## src/rtl/pulse_sync_rx_multi.sv

```systemverilog
// Multi-channel toggle-to-pulse receiver with a per-channel pending-event queue.
// Define PULSE_SYNC_OVF_EN to add sticky overflow flags (ovf_flag / ovf_clr).
module pulse_sync_rx_multi #(
    parameter int CH_NUM      = 4,
    parameter int SYNC_STAGES = 2,
    parameter int PULSE_W     = 1,
    parameter int CNT_W       = 3
) (
    input  logic              dst_clk,
    input  logic              dst_rst,
    input  logic [CH_NUM-1:0] src_toggle,
    output logic [CH_NUM-1:0] dst_pulse,
    output logic [CH_NUM-1:0] dst_busy
`ifdef PULSE_SYNC_OVF_EN
    ,
    output logic [CH_NUM-1:0] ovf_flag,
    input  logic [CH_NUM-1:0] ovf_clr
`endif
);

    localparam int WU_W = $clog2(SYNC_STAGES + 2);
    localparam int PW_W = (PULSE_W > 1) ? $clog2(PULSE_W) : 1;
    localparam logic [WU_W-1:0] WU_INIT = WU_W'(SYNC_STAGES + 1);
    localparam logic [PW_W-1:0] PW_LAST = PW_W'(PULSE_W - 1);

    typedef enum logic [1:0] {
        S_IDLE  = 2'd0,
        S_PULSE = 2'd1,
        S_GAP   = 2'd2
    } state_t;

    logic [WU_W-1:0] wu_cnt;
    logic            warm;

    assign warm = (wu_cnt != '0);

    // Warm-up lets the chains fill so the level at reset release is the baseline
    always_ff @(posedge dst_clk) begin
        if (dst_rst) begin
            wu_cnt <= WU_INIT;
        end else if (warm) begin
            wu_cnt <= wu_cnt - 1'b1;
        end
    end

    for (genvar i = 0; i < CH_NUM; i++) begin : g_ch
        logic [SYNC_STAGES-1:0] sync_q;
        logic                   prev_q;
        logic                   evt;
        logic                   evt_q;
        state_t                 state_q;
        state_t                 state_d;
        logic [PW_W-1:0]        wcnt_q;
        logic [PW_W-1:0]        wcnt_d;
        logic [CNT_W-1:0]       pend_q;
        logic [CNT_W-1:0]       pend_d;
        logic                   start;
        logic                   take;
        logic                   drop;
        logic                   pulse_q;
        logic                   busy_q;

        assign evt = ~warm & (sync_q[SYNC_STAGES-1] ^ prev_q);

        always_comb begin
            state_d = state_q;
            wcnt_d  = wcnt_q;
            start   = 1'b0;
            unique case (state_q)
                S_PULSE: begin
                    if (wcnt_q == '0) begin
                        state_d = S_GAP;
                    end else begin
                        wcnt_d = wcnt_q - 1'b1;
                    end
                end
                S_IDLE, S_GAP: begin
                    state_d = S_IDLE;
                    if (evt_q || (pend_q != '0)) begin
                        start   = 1'b1;
                        state_d = S_PULSE;
                        wcnt_d  = PW_LAST;
                    end
                end
                default: state_d = S_IDLE;
            endcase
        end

        // A fresh event is served directly; the queue only feeds an idle slot
        always_comb begin
            take   = start & ~evt_q;
            drop   = evt_q & ~start & (pend_q == '1);
            pend_d = pend_q;
            if (evt_q && !start && !drop) begin
                pend_d = pend_q + 1'b1;
            end else if (take) begin
                pend_d = pend_q - 1'b1;
            end
        end

        always_ff @(posedge dst_clk) begin
            if (dst_rst) begin
                sync_q  <= '0;
                prev_q  <= 1'b0;
                evt_q   <= 1'b0;
                state_q <= S_IDLE;
                wcnt_q  <= '0;
                pend_q  <= '0;
                pulse_q <= 1'b0;
                busy_q  <= 1'b0;
            end else begin
                sync_q  <= {sync_q[SYNC_STAGES-2:0], src_toggle[i]};
                prev_q  <= sync_q[SYNC_STAGES-1];
                evt_q   <= evt;
                state_q <= state_d;
                wcnt_q  <= wcnt_d;
                pend_q  <= pend_d;
                pulse_q <= (state_d == S_PULSE);
                busy_q  <= (state_d != S_IDLE) || (pend_d != '0);
            end
        end

        assign dst_pulse[i] = pulse_q;
        assign dst_busy[i]  = busy_q;

`ifdef PULSE_SYNC_OVF_EN
        logic ovf_q;

        always_ff @(posedge dst_clk) begin
            if (dst_rst) begin
                ovf_q <= 1'b0;
            end else if (drop) begin
                ovf_q <= 1'b1;
            end else if (ovf_clr[i]) begin
                ovf_q <= 1'b0;
            end
        end

        assign ovf_flag[i] = ovf_q;
`endif
    end

endmodule

```

## config.mk

```make
export PLATFORM = sky130hd
export DESIGN_NAME = pulse_sync_rx_multi
export DESIGN_NICKNAME = d
export VERILOG_FILES = /design/src/rtl/pulse_sync_rx_multi.sv
export SDC_FILE = /design/constraint.sdc
export NUM_CORES = 1
export LEC_CHECK = 0
export BUFFER_PORTS_ARGS = -buffer_cell sky130_fd_sc_hd__buf_2
export CAP_MARGIN = 20
export CORE_MARGIN = 2
export CORE_UTILIZATION = 30
export DETAILED_ROUTE_END_ITERATION = 7
export SYNTH_ARGS = -nofsm -noshare
export SYNTH_HDL_FRONTEND = slang
export SYNTH_SLANG_ARGS = --single-unit
```

## constraint.sdc

```tcl
create_clock -name dst_clk -period 2 [get_ports dst_clk]
set_input_delay 0.6 -clock dst_clk [delete_from_list [all_inputs] [get_ports dst_clk]]
set_output_delay 0.6 -clock dst_clk [all_outputs]
set_load 0.005 [all_outputs]
```

After elaboration in Yosys (flattened, before gate mapping)
Cells that the tools add are included.
{ "op_classes": {"n_bitwise": 29, "eq_ne": 20, "n_reduce_logical": 53, "addsub": 13, "n_mux": 40} }
{ "op_table": {"columns": ["op", "n"], "rows": [
  ["$mux 3", 8],
  ["$reduce_bool 3->1", 8],
  ["$mux 1", 20],
  ["$reduce_bool 2->1", 9],
  ["$and 1x1->1", 16],
  ["$eq 2x1->1 const B", 8],
  ["$pmux 2 s2", 4],
  ["$add 3x1->3 const B", 4],
  ["$eq 3x3->1 const B", 4],
  ["$sub 3x1->3 const B", 4],
  ["$not 1->1", 9],
  ["$eq 2x2->1 const B", 4],
  ["$logic_and 1x1->1", 8],
  ["$logic_not 1->1", 8],
  ["$logic_not 2->1", 4],
  ["$logic_or 1x1->1", 8],
  ["$mux 2", 4],
  ["$ne 2x2->1 const B", 4],
  ["$pmux 1 s2", 4],
  ["$reduce_and 2->1", 4],
  ["$reduce_or 2->1", 4],
  ["$sub 1x1->1 const B", 4],
  ["$xor 1x1->1", 4],
  ["$sub 2x1->2 const B", 1]
]} }
{ "totals": {"reg_bits": 50} }

Logic depth before layout (Yosys ltp)
Gate-level depths: netlist of the first run.
{ "depth": {"word_depth": 12, "ltp_mapped": 7} }

Worst setup path after synthesis of the first run
Ideal clock, no wire load.
{ "synth_timing": {"path_type": "register to register", "start": "register g_ch[3].pend_q[0]", "end": "register g_ch[3].busy_q", "required_time_ps": 1866, "arrival_time_ps": 1660, "slack_ps": 206, "setup_time_ps": 134, "path_stages_with_launch": 7, "period_less_slack_ps": 1794, "path_cell_list": "dfxtp_1 ha_1 ha_1 nand3b_4 a221oi_2 a311oi_1 or4_1"} }
{ "synth_between": {"elab_chain_cells": 12, "elab_cells_between_ends": 22, "cone_classes": "add/sub: 2; eq/ne: 1; mux: 6; bitwise: 4; reduce/logical: 9"} }
{ "synth_lines": {"columns": ["item", "line", "text"], "rows": [
  ["from (decl)", "55", "logic [CNT_W-1:0] pend_q;"],
  ["from (signal assigned)", "117", "pend_q <= pend_d;"],
  ["$reduce_bool 3->1", "79", "if (evt_q || (pend_q != '0)) begin"],
  ["$logic_or 1x1->1", "79", null],
  ["$mux 1", "79", null],
  ["$mux 1", "69", "unique case (state_q)"],
  ["$not 1->1", "92", "drop = evt_q & ~start & (pend_q == '1);"],
  ["$and 1x1->1 (2 in series)", "92", null],
  ["$logic_not 1->1", "94", "if (evt_q && !start && !drop) begin"],
  ["$logic_and 1x1->1", "94", null],
  ["$mux 3", "94", null],
  ["$reduce_bool 3->1", "119", "busy_q <= (state_d != S_IDLE) || (pend_d != '0);"],
  ["$logic_or 1x1->1 *", "119", null],
  ["to (signal assigned)", "119", null],
  ["to (decl)", "61", "logic busy_q;"]
]} }
Every way passes the cells marked *; elsewhere a longest branch is shown, timed or not.
A chain may end at the register's enable or synchronous reset.

Worst setup path in the final report of the first run
{ "layout_timing": {"start": "register g_ch[0].pend_q[1]", "end": "register g_ch[0].busy_q"} }
{ "layout_between": {"elab_chain_cells": 12, "elab_cells_between_ends": 22, "cone_classes": "add/sub: 2; eq/ne: 1; mux: 6; bitwise: 4; reduce/logical: 9"} }
{ "layout_lines": {"columns": ["item", "line"], "rows": [
  ["from (decl)", "55"],
  ["from (signal assigned)", "117"],
  ["$reduce_bool 3->1", "79"],
  ["$logic_or 1x1->1", "79"],
  ["$mux 1", "79"],
  ["$mux 1", "69"],
  ["$not 1->1", "92"],
  ["$and 1x1->1 (2 in series)", "92"],
  ["$logic_not 1->1", "94"],
  ["$logic_and 1x1->1", "94"],
  ["$mux 3", "94"],
  ["$reduce_bool 3->1", "119"],
  ["$logic_or 1x1->1 *", "119"],
  ["to (signal assigned)", "119"],
  ["to (decl)", "61"]
]} }
Marked as above.

==> run summary, run 1 <==
Status: complete, no violations
Crit path capture type: flop
Synth top area share: 46.1%
Max layer used: met4
Gr usage total: 9.19%
Slowest CP cell: dfxtp_4
Syn Nets: 226
RSZ-0062 raised after global routing: false
DR DRC count: 0
Post-Route WL: 3010 um
Core Area: 0.00639 mm^2
Max FO, Critical Path: 4
Met2 WL post-DR: 1340 um
Pin count of the biggest net entering global routing: 30
Pwr/cell area: 1410 mW/mm^2
Buffers on Ports: 13
Startpoint Class: flop
Clock Latency Late Sink: 0.29 ns
Most frequent CP cell: ha_2
CP peak stage delay: 0.36 ns
Synth Register Bits: 46
Detail Route met3 WL: 105 um
Setup TNS: 0 ns
Fin. max-slew vios: 0
Via count: 1321
# rows: 29
Share of post-route cells with drive strength above 1: 18.8%
Synth top area cells: dfxtp_1 46%, ha_1 11%, nor2b_1 4.1%
Die Area: 0.00733 mm^2
Worst Slack Setup Final: 0.0908 ns
CTS Buf Count: 5
Final worst-path cycle share: 95.5%
Crit path required time: 2.18 ns
Longest Clk Path Bufs: 2
H-tree depth: 2
Worst-Margin Slew: 0.545 ns
Synth cell types: 36
Routed wire per std cell: 10.2 um
Commonest cells after routing, fill and taps aside: 44 x dfxtp_1, 17 x nor2_1, 15 x ha_1
Total grt overflow: 0
# setup viols final: 0
Clock root cell: clkbuf_8
HPWL Detailed: 2060 um
Fin. Hold Viols: 0
Slew headroom: 63.7%
Finished Layout Cells: 295
Leak: 0.967 nW
Syn avg cell area: 9.85 um^2
Crit-path cells: ha_2 > ha_2 > nand3b_1 > a21boi_2 > xnor2_1 > a21oi_1 > or3_1
Filler Cell Count: 665
GP Congestion: 0.817
Place WS: 0.0669 ns
Cell count after synthesis: 203
Iteration-0 DRC Markers: 46
Most common cell after layout, fill and taps aside: dfxtp_1
Die X: 85.6 um
Vias in the first global route: 1227
Die Ht: 85.6 um
Sequential area share after synthesis: 46.1%
Mapped cell area: 0.00200 mm^2
Wire length on met1: 1500 um
Fin crit period: 1.91 ns
Initial antenna violation count: 0
Buf+Inv Stages, Crit Path: 0
Clock Sinks: 46
WP data arrival: 2.09 ns
Fin nets: 240
I/O Pins: 14
ANT cells: 0
Hold_buf cts: 0
Routed Antenna Nets: 0
Synth warn: 0
Starting Density: 31.3%
Worst VDD drop: 0.000540 V
Total power: 0.00317 W
Fmax: 0.524 GHz
DRT Pass-1 Iters: 3
Post-synth top area cell: dfxtp_1
Placed Instances: 280
Crit path max-delay family: simple AND/OR/NAND/NOR gates
Final Skew: 0.00713 ns
Clock transition at the registers of the reported paths: 0.08 ns
CP Class: reg -> reg
MaxCap Viol Count: 0
CTS tree: built
Hold crit path type: reg -> reg
Global-route wire length before repair: 5260 um
Area Overhead vs Synth: 12.6%
Vias per cell: 4.48
==> kinds of logic after synthesis <==
logic type / share of synthesized area (%)
flops: 46.1
xor+xnor: 3.94
simple gates: 21.2
fa+ha+maj: 10.6
compound gates: 9.95
buf+inv: 6.63
mux: 1.63
==> worst paths after layout <==
path / start / to / slack [ns] / depth (start not counted)
min: g_ch[0].state_q[1] / g_ch[0].state_q[1] / 0.42 / 1
max reg2reg: g_ch[0].pend_q[1] / g_ch[0].busy_q / 0.09 / 7
min reg2reg: g_ch[0].state_q[1] / g_ch[0].state_q[1] / 0.42 / 1
max: g_ch[0].pend_q[1] / g_ch[0].busy_q / 0.09 / 7
==> routing by layer <==
layer,vias up,global-route usage (%)
met5,-,0
met4,0,6.49
met2,16,14.3
met1,584,10.6
met3,5,3.08
li1,716,-
==> report_power, final <==
part	total, W	switching [W]	internal, W
Combinational	0.00118	0.000600	0.000582
Clock	0.000616	0.000299	0.000317
Sequential	0.00137	0.000193	0.00118
Total	0.00317	0.00109	0.00208
==> layout make-up <==
| type | count | area [um^2] | share of cell area, % |
|---|---|---|---|
| clock buffers | 7 | 96.3 | 4.28 |
| clock inverters | 1 | 8.76 | 0.389 |
| inverters | 10 | 37.5 | 1.67 |
| multi-input cells | 133 | 961 | 42.7 |
| flip-flops and latches | 46 | 926 | 41.1 |
| well taps | 77 | 96.3 | 4.28 |
| repair buffers | 21 | 125 | 5.56 |
==> what timing repair did <==
action,in CTS,in global routing
buffers inserted,0,7
gates resized for setup,0,8
setup endpoints to repair,0,4
==> through the flow <==
step                      utilization (%)  cell area, um^2  hold slack, ns
final                                35.2             2250           0.420
after floorplan                         -             2000           0.398
after global placement               32.5             2070           0.407
after CTS                            34.1             2180           0.423
after global routing                 35.2             2250           0.446
after detailed placement             32.5             2070           0.410
==> flip-flops by register name (all words and copies together) (netlist names) <==
register      count
wu_cnt            2
g_ch.state_q      8
g_ch.pend_q      12
g_ch.pulse_q      4
g_ch.sync_q       8
g_ch.busy_q       4
g_ch.prev_q       4
g_ch.evt_q        4
==> synthesized netlist by cell type, drive strengths merged <==
cell type and n:
buf 10, a311oi 2, nor3b 4, a21oi 7, nor2b 13, or2 1, nor3 9, or3 1
mux2 2, clkbuf 4, xor2 4, mux2i 1, or4 3, nand3b 4, nand2 8, o211ai 2
dfxtp 46, nor2 17, ha 17, o21ai 2, nand2b 6, nor4 1, or2b 1, a21boi 1
a221oi 2, a21o 3, xnor2 5, inv 10, nand3 8, a211oi 9
No activity file was read; power rests on OpenSTA's default activity.
==> run 2, diff against run 1 <==
--- a/config.mk
+++ b/config.mk
@@ -5,6 +5,7 @@
 export SDC_FILE = /design/constraint.sdc
 export NUM_CORES = 1
 export LEC_CHECK = 0
+export ABC_AREA = 1
 export BUFFER_PORTS_ARGS = -buffer_cell sky130_fd_sc_hd__buf_2
 export CAP_MARGIN = 20
 export CORE_MARGIN = 2
==> run 2 against run 1 <==
  * Utilization decreased by 1.5 points
  * Die area increased by 5.0%
  * Total power decreased by 1.6%
  * Largest power group unchanged
  * Highest routed layer unchanged
==> run summary, run 2 <==
Share of synthesized registers carrying an async set or reset: 0% (unchanged)
Final Skew: 0.00211 ns (-0.00502 ns)
Global-route wire length before repair: 6020 um (+14%)
Mux contribution to synthesized area: 0% (-1.6 points)
Post-synth EDFFs: 0 (unchanged)
Most common cell after layout, fill and taps aside: inv_1
GP Congestion: 0.793 (-3.0%)
CTS tree: built
Area Overhead vs Synth: 8.80%
Fin crit period: 1.47 ns (-0.439 ns)
Synth cell types: 24 (-33%)
Fin. Hold Viols: 0 (unchanged)
DR DRC count: 0 (unchanged)
XOR/XNOR share of the synthesized area: 1.66% (-2.3 points)
Synth top area share: 43.8% (-2.3 points)
Die X: 87.8 um (+2.5%)
Vias per cell: 4.09 (-8.6%)
Status: complete, no violations
Gr usage total: 9.95% (+0.76 points)
Core Area: 0.00679 mm^2 (+6.4%)
Iteration-0 DRC Markers: 68 (+48%)
Post-synth top cells: 50 x inv_1, 46 x dfxtp_1, 40 x nand2_1
Post-Synth Adder-Cell Area: 10.1% (-0.53 points)
Initial antenna violation count: 0 (unchanged)
Crit Reg-Reg Startpoint: g_ch[3].pend_q[0]
Most used DFF post-synth: dfxtp_1
Post-CTS Setup Bufs: 0 (unchanged)
Worst-Margin Slew: 0.283 ns (-0.262 ns)
Pwr/cell area: 1360 mW/mm^2 (-3.2%)
Post-synthesis simple-gate area fraction: 24.7% (+3.5 points)
Synth top area cells: dfxtp_1 44%, ha_1 10%, inv_1 8.9%
Max reg flops: 12 (unchanged)
Leak: 1.21 nW (+25%)
Post-Route WL: 3300 um (+9.9%)
DRT Pass-1 Iters: 4 (+1)
Die Ht: 87.8 um (+2.5%)
Vias in the first global route: 1472 (+20%)
Starting Density: 31.0% (-0.33 points)
Biggest register: g_ch.pend_q
Mapped cell area: 0.00210 mm^2 (+5.3%)
Fin. max-slew vios: 0 (unchanged)
Hold path start: g_ch[1].sync_q[0]
Die Area: 0.00770 mm^2 (+5.0%)
Routed Antenna Nets: 0 (unchanged)
Clock Sinks: 46 (unchanged)
Syn Nets: 291 (+29%)
ANT cells: 0 (unchanged)
Cell Area, Placed: 0.00221 mm^2 (+6.6%)
Top flop regs: g_ch.pend_q (12), g_ch.state_q (8), g_ch.sync_q (8)
Total grt overflow: 0 (unchanged)
Pin count of the biggest net entering global routing: 29 (-3.3%)
WP data arrival: 1.66 ns (-0.43 ns)
CP Launch Point: g_ch[3].pend_q[0]
Slew headroom: 81.1% (+17 points)
Most numerous cell in the Yosys netlist: inv_1
Clock Latency Late Sink: 0.29 ns (about the same)
Crit path required time: 2.19 ns (about the same)
Worst R2R Setup Slack: 0.53 ns (+0.44 ns)
Core Util, Final: 33.7% (-1.5 points)
I/O Pins: 14 (unchanged)
Crit path capture type: flop
Hold crit path type: reg -> reg
H-tree depth: 2 (unchanged)
Via count: 1526 (+16%)
Routed wire per std cell: 8.86 um (-13%)
Fin nets: 300 (+25%)
Compound-cell area share of the yosys netlist: 6.06% (-3.9 points)
RSZ-0062 raised after global routing: false
HPWL Detailed: 2450 um (+19%)
Finished Cell Area: 0.00229 mm^2 (+1.7%)
Cell count after synthesis: 268 (+32%)
Fmax: 0.680 GHz (+30%)
Sequential area share after synthesis: 43.8% (-2.3 points)
Commonest cells after routing, fill and taps aside: 50 x inv_1, 46 x dfxtp_1, 40 x nand2_1
# setup viols final: 0 (unchanged)
Largest family of logic cells by synthesized area: simple AND/OR/NAND/NOR gates
# rows: 30 (+3.4%)
Post-synth top area cell: dfxtp_1
Total power: 0.00312 W (-1.6%)
MaxCap Viol Count: 0 (unchanged)
Synth Register Bits: 46 (unchanged)
Syn avg cell area: 7.85 um^2 (-20%)
Synth warn: 0 (unchanged)
Setup TNS: 0 ns (unchanged)
CP Class: reg -> reg
Hold_buf cts: 0 (unchanged)
Clock root cell: clkbuf_8
Buffers on Ports: 13 (unchanged)
Clock transition at the registers of the reported paths: 0.08 ns (about the same)
Share of post-route cells with drive strength above 1: 12.6% (-6.2 points)
Startpoint Class: flop
Post-cts gate resize count: 0 (unchanged)
CTS Buf Count: 5 (unchanged)
Worst VDD drop: 0.000354 V (-35%)
Max FO, Critical Path: 6 (+2)
Longest Clk Path Bufs: 2 (unchanged)
Final worst-path cycle share: 73.5% (-22 points)
-- run 2: cell count changes after synthesis, moves of 5 or more --
cell	delta
a211oi_1	-9
inv_1	+40
nand2_1	+32
nand2b_1	-6
nand3_1	+9
nand3_2	+5
nand4_1	+5
nor2_1	+18
nor2b_1	-13
nor3_1	-6
xnor2_1	-5
-- run 2: worst paths after layout --
check / to / cells after the start
min: g_ch[1].sync_q[1] / 2
max reg2reg: g_ch[3].busy_q / 7
max: g_ch[3].busy_q / 7
min reg2reg: g_ch[1].sync_q[1] / 2
-- run 2: stage by stage --
step           hold slack (ns)  worst slack [ns]  cells
6_report                 0.407             0.530    373
3_5_place_dp             0.399             0.486    366
2_1_floorplan            0.388             0.656    268
4_1_cts                  0.411             0.512    373
3_3_place_gp             0.393             0.513    366
5_1_grt                  0.424             0.385    373
-- run 2: kinds of logic after synthesis --
| kind of cell | count (synthesis) |
|---|---|
| compound gates | 23 |
| xor+xnor | 4 |
| fa+ha+maj | 17 |
| buf+inv | 66 |
| flops | 46 |
| simple gates | 112 |
-- run 2: critical path: stages, from the launching register on --
cell and delay [ns]:
dfxtp_1 0.33, ha_1 0.20, ha_1 0.18, nand3b_1 0.27, nand3_1 0.16, nand3_1 0.08, nand2_1 0.08, nand3_2 0.07
-- run 2: where the power goes --
group          leakage [nW]  switching [W]  internal (W)  total [W]
combinational         0.790       0.000772      0.000515    0.00129
clock                0.0438       0.000295      0.000235   0.000530
sequential            0.379       0.000137       0.00116    0.00130
total                  1.21        0.00120       0.00191    0.00312
-- run 2: area by class of cell --
type                       count  area [um^2]
tap                           96          120
inverter                      54          203
fill                         733         4500
sequential                    46          921
clock inverter                 2         10.0
clock buffer                   5         68.8
multi-input combinational    156          895
timing repair buffer          14         72.6
-- run 2: metal layers --
| metal | global-route usage [%] | vias to the layer above | part of all wire, % |
|---|---|---|---|
| met5 | 0 | - | 0 |
| met4 | 5.03 | 0 | 1.8 |
| met3 | 3.20 | 5 | 3.6 |
| met2 | 16.4 | 16 | 45 |
| met1 | 11.6 | 673 | 50 |
| li1 | - | 832 | - |
